[src/rtl/mandelbrot_pkg.sv]
// Shared definitions for the mandelbrot pixel streamer: FSM encoding and FIFO entry layout.
package mandelbrot_pkg;

   typedef enum logic [2:0] {
      ST_IDLE      = 3'd0,
      ST_ISSUE     = 3'd1,
      ST_WAIT_BUSY = 3'd2,
      ST_WAIT_DONE = 3'd3,
      ST_CAPTURE   = 3'd4
   } state_t;

   localparam int ENTRY_W  = 11;
   localparam int DATA_LSB = 0;
   localparam int DATA_W   = 8;
   localparam int SOF_BIT  = 8;
   localparam int EOL_BIT  = 9;
   localparam int EOF_BIT  = 10;

   function automatic logic [ENTRY_W-1:0] pack_entry(input logic [DATA_W-1:0] data,
                                                     input logic sof,
                                                     input logic eol,
                                                     input logic eof);
      logic [ENTRY_W-1:0] e;
      e                         = '0;
      e[DATA_LSB +: DATA_W]     = data;
      e[SOF_BIT]                = sof;
      e[EOL_BIT]                = eol;
      e[EOF_BIT]                = eof;
      return e;
   endfunction

endpackage

[src/rtl/pixel_sync_fifo.sv]
// Single-clock first-word-fall-through FIFO; head is the stored entry at the read pointer.
module pixel_sync_fifo #(
   parameter int WIDTH = 11,
   parameter int DEPTH = 4
) (
   input  logic                     clk,
   input  logic                     rst_n,
   input  logic                     push,
   input  logic [WIDTH-1:0]         push_data,
   input  logic                     pop,
   output logic [WIDTH-1:0]         head,
   output logic [$clog2(DEPTH):0]   count,
   output logic                     empty,
   output logic                     full
);

   localparam int AW = $clog2(DEPTH);

   logic [WIDTH-1:0] mem [DEPTH];
   logic [AW-1:0]    wr_ptr;
   logic [AW-1:0]    rd_ptr;
   logic             do_push;
   logic             do_pop;

   assign empty   = (count == '0);
   assign full    = (count == (AW+1)'(DEPTH));
   assign do_push = push & ~full;
   assign do_pop  = pop & ~empty;
   assign head    = mem[rd_ptr];

   always_ff @(posedge clk) begin
      if (do_push) mem[wr_ptr] <= push_data;
   end

   // Pointers wrap naturally because DEPTH is a power of two.
   always_ff @(posedge clk or negedge rst_n) begin
      if (!rst_n) begin
         wr_ptr <= '0;
         rd_ptr <= '0;
         count  <= '0;
      end else begin
         if (do_push) wr_ptr <= wr_ptr + AW'(1);
         if (do_pop)  rd_ptr <= rd_ptr + AW'(1);
         case ({do_push, do_pop})
            2'b10:   count <= count + (AW+1)'(1);
            2'b01:   count <= count - (AW+1)'(1);
            default: count <= count;
         endcase
      end
   end

endmodule

[src/rtl/mandelbrot_pixel_stream.sv]
// Paces the iteration engine one pixel at a time, packs two 4-bit codes per byte and streams
// the bytes with frame/line markers; a full FIFO stalls issuing so no pixel is lost.
module mandelbrot_pixel_stream
   import mandelbrot_pkg::*;
#(
   parameter int WIDTH      = 320,
   parameter int HEIGHT     = 240,
   parameter int FIFO_DEPTH = 4
) (
   input  logic                          clk,
   input  logic                          rst_n,
   input  logic                          enable,
   input  logic                          running,
   input  logic                          finished,
   input  logic [3:0]                    ctr_out,
   output logic                          run,
   output logic [7:0]                    data_out,
   output logic                          data_valid,
   input  logic                          data_ready,
   output logic                          data_sof,
   output logic                          data_eol,
   output logic                          data_eof,
   output logic                          frame_done,
   output logic [2:0]                    dbg_state,
   output logic [$clog2(FIFO_DEPTH):0]   dbg_fifo_count
);

   localparam int XW = (WIDTH  > 1) ? $clog2(WIDTH)  : 1;
   localparam int YW = (HEIGHT > 1) ? $clog2(HEIGHT) : 1;
   localparam logic [XW-1:0] X_LAST = XW'(WIDTH - 1);
   localparam logic [YW-1:0] Y_LAST = YW'(HEIGHT - 1);

   state_t             state;
   state_t             state_nxt;
   logic [XW-1:0]      x;
   logic [YW-1:0]      y;
   logic [3:0]         latch;
   logic               sof_pending;
   logic               last_x;
   logic               last_y;
   logic               push;
   logic               pop;
   logic [ENTRY_W-1:0] push_entry;
   logic [ENTRY_W-1:0] fifo_head;
   logic               fifo_empty;
   logic               fifo_full;

   assign last_x     = (x == X_LAST);
   assign last_y     = (y == Y_LAST);
   assign push       = (state == ST_CAPTURE) && x[0];
   assign push_entry = pack_entry({ctr_out, latch}, sof_pending, last_x, last_x & last_y);

   assign data_valid = ~fifo_empty;
   assign pop        = data_valid & data_ready;
   assign data_out   = data_valid ? fifo_head[DATA_LSB +: DATA_W] : 8'h00;
   assign data_sof   = data_valid & fifo_head[SOF_BIT];
   assign data_eol   = data_valid & fifo_head[EOL_BIT];
   assign data_eof   = data_valid & fifo_head[EOF_BIT];
   assign dbg_state  = state;

   always_ff @(posedge clk or negedge rst_n) begin
      if (!rst_n) state <= ST_IDLE;
      else        state <= state_nxt;
   end

   // A free FIFO slot at issue time guarantees room for the byte this pixel may complete.
   always_comb begin
      state_nxt = state;
      run       = 1'b0;
      case (state)
         ST_IDLE:      if (enable && !running && !fifo_full) state_nxt = ST_ISSUE;
         ST_ISSUE: begin
            run       = 1'b1;
            state_nxt = ST_WAIT_BUSY;
         end
         ST_WAIT_BUSY: if (running)  state_nxt = ST_WAIT_DONE;
         ST_WAIT_DONE: if (!running) state_nxt = ST_CAPTURE;
         ST_CAPTURE:   state_nxt = ST_IDLE;
         default:      state_nxt = ST_IDLE;
      endcase
   end

   always_ff @(posedge clk or negedge rst_n) begin
      if (!rst_n) begin
         x           <= '0;
         y           <= '0;
         latch       <= '0;
         sof_pending <= 1'b1;
         frame_done  <= 1'b0;
      end else begin
         frame_done <= pop & fifo_head[EOF_BIT];
         if (state == ST_IDLE && finished) begin
            x           <= '0;
            y           <= '0;
            sof_pending <= 1'b1;
         end
         if (state == ST_CAPTURE) begin
            if (!x[0]) latch <= ctr_out;
            else       sof_pending <= 1'b0;
            if (last_x) begin
               x <= '0;
               if (last_y) begin
                  y           <= '0;
                  sof_pending <= 1'b1;
               end else begin
                  y <= y + YW'(1);
               end
            end else begin
               x <= x + XW'(1);
            end
         end
      end
   end

   pixel_sync_fifo #(
      .WIDTH (ENTRY_W),
      .DEPTH (FIFO_DEPTH)
   ) u_fifo (
      .clk       (clk),
      .rst_n     (rst_n),
      .push      (push),
      .push_data (push_entry),
      .pop       (pop),
      .head      (fifo_head),
      .count     (dbg_fifo_count),
      .empty     (fifo_empty),
      .full      (fifo_full)
   );

endmodule

[config.mk]
export PLATFORM = sky130hd
export DESIGN_NAME = mandelbrot_pixel_stream
export DESIGN_NICKNAME = d
export VERILOG_FILES = /design/src/rtl/mandelbrot_pkg.sv /design/src/rtl/pixel_sync_fifo.sv /design/src/rtl/mandelbrot_pixel_stream.sv
export SDC_FILE = /design/constraint.sdc
export NUM_CORES = 1
export LEC_CHECK = 0
export BUFFER_PORTS_ARGS = -buffer_cell sky130_fd_sc_hd__buf_2
export CAP_MARGIN = 15
export CORE_AREA = 8 8 98 109
export CTS_CLUSTER_SIZE = 24
export DETAILED_ROUTE_END_ITERATION = 12
export DIE_AREA = 0 0 106 117
export PLACE_DENSITY_LB_ADDON = 0.2
export SYNTH_ARGS = -nofsm -noshare
export SYNTH_HDL_FRONTEND = slang
export SYNTH_SLANG_ARGS = --single-unit
[constraint.sdc]
create_clock -name clk -period 2.1 [get_ports clk]
set_input_delay 0.21 -clock clk [delete_from_list [all_inputs] [get_ports clk]]
set_output_delay 0.21 -clock clk [all_outputs]
set_load 0.05 [all_outputs]
==> key figures <==
Detailed routing
  – DRC viols: 0
  – Via density: 4.959
  – Highest metal used: met4
  – Wl on met1: 2.776 mm
  – Avg WL per Cell: 15.54 um
  – WL met2: 3.346 mm
  – Vias: 2,063
  – Metal3 WL: 186 um
  – DRT Pass-1 Iters: 4
  – Routed wire length: 6.464 mm
  – Routed Antenna Nets: 0
  – DRT iter0 DRCs: 51

Cells and area
  – Nets: 312
  – Multi-input gate area: 1219 um2
  – Area grow syn2layout: 16.49%
  – Fill count: 847
  – Register Area: 2152 um2
  – Layout cells sized above 1: 29.43%
  – Antenna cell count: 0
  – Design Area, Final: 4021 um2

Floorplan
  – # rows: 37
  – Initial core utilization: 38.24%
  – Full die area: 12,400 um2
  – Vert. Die Dim: 117 um
  – Core ar.: 9027 um2
  – # IOs: 30
  – Die W: 106 um

Timing
  – Period utilization: 96.18%
  – Worst Skew: 0.007021 ns
  – Slew Viols, Final: 0
  – Max frequency: 495.1 MHz
  – RSZ-0062 raised after global routing: no
  – Final WS setup: 0.08031 ns
  – Slew @ Worst Pin: 0.4488 ns
  – Slew HR: 70.08%
  – Hold Fails Final Rpt: 0
  – Final setup fails: 0
  – Crit path time final: 2.020 ns

GRT
  – Largest net degree at the start of global routing: 19
  – Initial antenna violation count: 0
  – First-pass GRT wire length: 10.78 mm
  – Global route overflow: 0
  – Tot GR Track Use: 11.41%
  – Vias in the first global route: 2,131

Clock tree
  – Clock slew at reported path FFs: 0.08 ns
  – H-tree Lvls: 3
  – CTS tree: done
  – TritonCTS buffer count: 9
  – Latest clock arrival within the worst-skew pair: 0.34 ns
  – Clk sink count: 77
  – Clk buf depth: 2
  – Root Buffer: clkbuf_8

Critical path
  – Slowest stage delay, CP: 0.53 ns
  – Slowest CP cell: mux4_2
  – CP arrival: 1.81 ns
  – Worst setup EP type: output port
  – Setup Crit Path Kind: reg -> out
  – CP Max Fanout: 13
  – Startpoint types: register
  – CP Data Required Time: 1.89 ns
  – CP cell instances: buf_12, mux4_2, and2_1, buf_2

Placed design
  – Port-buffer cells: 29
  – GP Congestion: 0.8029
  – Final HPWL DP: 4.510 mm
  – Placed cell area: 3821 um2
  – Pre-CTS setup slack: 0.1988 ns

Synthesis
  – Mean Syn Cell Area: 13.98 um2
  – Post-synth EDFFs: 44
  – Cell taking the most area after synthesis: edfxtp_1
  – Most used DFF post-synth: edfxtp_1
  – Distinct cells, synth: 51
  – Number of synthesis warnings: 0
  – Mapped Area: 3452 um2
  – Synth Register Bits: 77
  – Register area share after synthesis: 62.23%
  – Cells after synthesis: 247
  – Post-synth top area share: 38.27%
  – Syn nets: 265
  – Fraction of registers with async set/reset: 42.86%
  – Synth top area cells: edfxtp_1 38%, dfrtp_1 23%, mux4_2 7.2%, and2_1 2.9%, ha_1 2.5%

Power
  – Peak supply drop: 411.8 uV
  – Total power divided by cell area: 1249 nW/um2
  – Leakage power: 0.001617 uW

Outcome
  – Run status: finished clean

Worst hold path
  – Hold WC Path Type: in -> reg

Flow run
  – Max Cap Viol: 0
## stage by stage
| stage | hold slack (ns) | power (uW) | util (%) | setup TNS, ns | std cells |
|---|---|---|---|---|---|
| 2_1_floorplan | -0.08559 | 3499 | - | -0.1195 | 247 |
| 3_3_place_gp | 0.1837 | 4012 | 42.33 | 0 | 399 |
| 3_5_place_dp | 0.1863 | 4032 | 42.33 | 0 | 399 |
| 6_report | 0.09463 | 5022 | 44.55 | 0 | 416 |
| 5_1_grt | 0.08477 | 5317 | 44.55 | 0 | 416 |
| 4_1_cts | 0.07120 | 5130 | 44.55 | 0 | 416 |
## path summary, 6_finish.rpt
check | from | to | slack (ns) | depth (start not counted)
setup / recovery | u_fifo.rd_ptr[0] | data_eof | 0.08 | 4
hold / removal | ctr_out[0] | u_fifo.mem[0][4] | 0.09 | 1
setup reg to reg | u_fifo.count[0] | u_fifo.count[2] | 0.20 | 8
hold reg to reg | x[8] | x[8] | 0.50 | 1
max in group asynchronous | rst_n | sof_pending | 1.10 | 3
min in group asynchronous | rst_n | u_fifo.count[0] | 0.34 | 2
## cells in the mapped netlist (4+ instances only)
| cell type | count |
|---|---|
| a21oi_1 | 5 |
| and2_1 | 16 |
| and3_1 | 4 |
| buf_2 | 4 |
| dfrtp_1 | 32 |
| edfxtp_1 | 44 |
| ha_1 | 7 |
| inv_1 | 11 |
| mux2_2 | 6 |
| mux2i_1 | 4 |
| mux4_2 | 11 |
| nand2_1 | 18 |
| nand3_1 | 15 |
| nand4_1 | 4 |
| nor2_1 | 8 |
| o21ai_0 | 8 |
| or3_1 | 5 |
## cell type report
cell class                      instances  area share [%]
Clock buffer                           10           3.174
Clock inverter                          6           1.556
Inverter                               11           1.027
Multi-Input combinational cell        151           30.30
Sequential cell                        77           53.52
Tap cell                              117           3.640
Timing Repair Buffer                   44           6.783
## logic make-up after synthesis
| family | synth area share (%) |
|---|---|
| compound gates | 4.929 |
| flops | 62.23 |
| simple gates | 14.93 |
| fa+ha+maj | 3.117 |
| mux | 10.62 |
| xor+xnor | 1.523 |
| buf+inv | 2.646 |
## cells in the final DEF, fill, tap and decap left out, types with 2 or more instances in the layout
cell type / instances
edfxtp_1: 44
dfrtp_1: 29
buf_2: 29
nand2_1: 18
and2_1: 16
nand3_1: 15
buf_4: 13
mux4_2: 11
inv_1: 10
clkbuf_8: 9
nor2_1: 8
o21ai_0: 8
mux2_2: 6
ha_1: 6
or3_1: 5
and3_1: 4
nand4_1: 4
mux2i_1: 4
a21oi_1: 4
xor2_1: 3
xnor2_1: 3
dfrtp_2: 3
or2_2: 2
nand3b_1: 2
and4_1: 2
o31ai_1: 2
a31oi_1: 2
a211oi_1: 2
clkinvlp_4: 2
## report_power, final
group,internal (uW),switching [uW],leakage (uW),total (uW)
clock network,547,521,0.0000903,1070
logic,683,1270,0.000688,1950
registers,1820,182,0.000839,2000
## per-layer routing
metal / vias to the layer above / GRT usage [%]
met1: 1005 / 12.44
met3: 13 / 2.738
li1: 1021 / -
met5: - / 0
met4: 0 / 6.197
met2: 24 / 20.24
## repair_timing
item,4_1_cts,5_1_grt
resized for setup,0,0
setup buffers,0,0
hold endpoints to repair,17,0
hold buffers,1,0
## sequential cells by signal, indices dropped and copies added, names as in the netlist, 2 cells and up
name           count
dbg_state          3
u_fifo.count       3
y                  8
u_fifo.mem        44
u_fifo.rd_ptr      2
x                  9
latch              4
u_fifo.wr_ptr      2
## worst max-delay path: cells and delay by family, from the launching register on
family | cells | cell delay, ns
multiplexers | 1 | 0.53
buffers and inverters | 2 | 0.37
AND/OR/NAND/NOR | 1 | 0.18
flip-flops | 1 | 0.37
No activity file was read; power rests on OpenSTA's default activity.
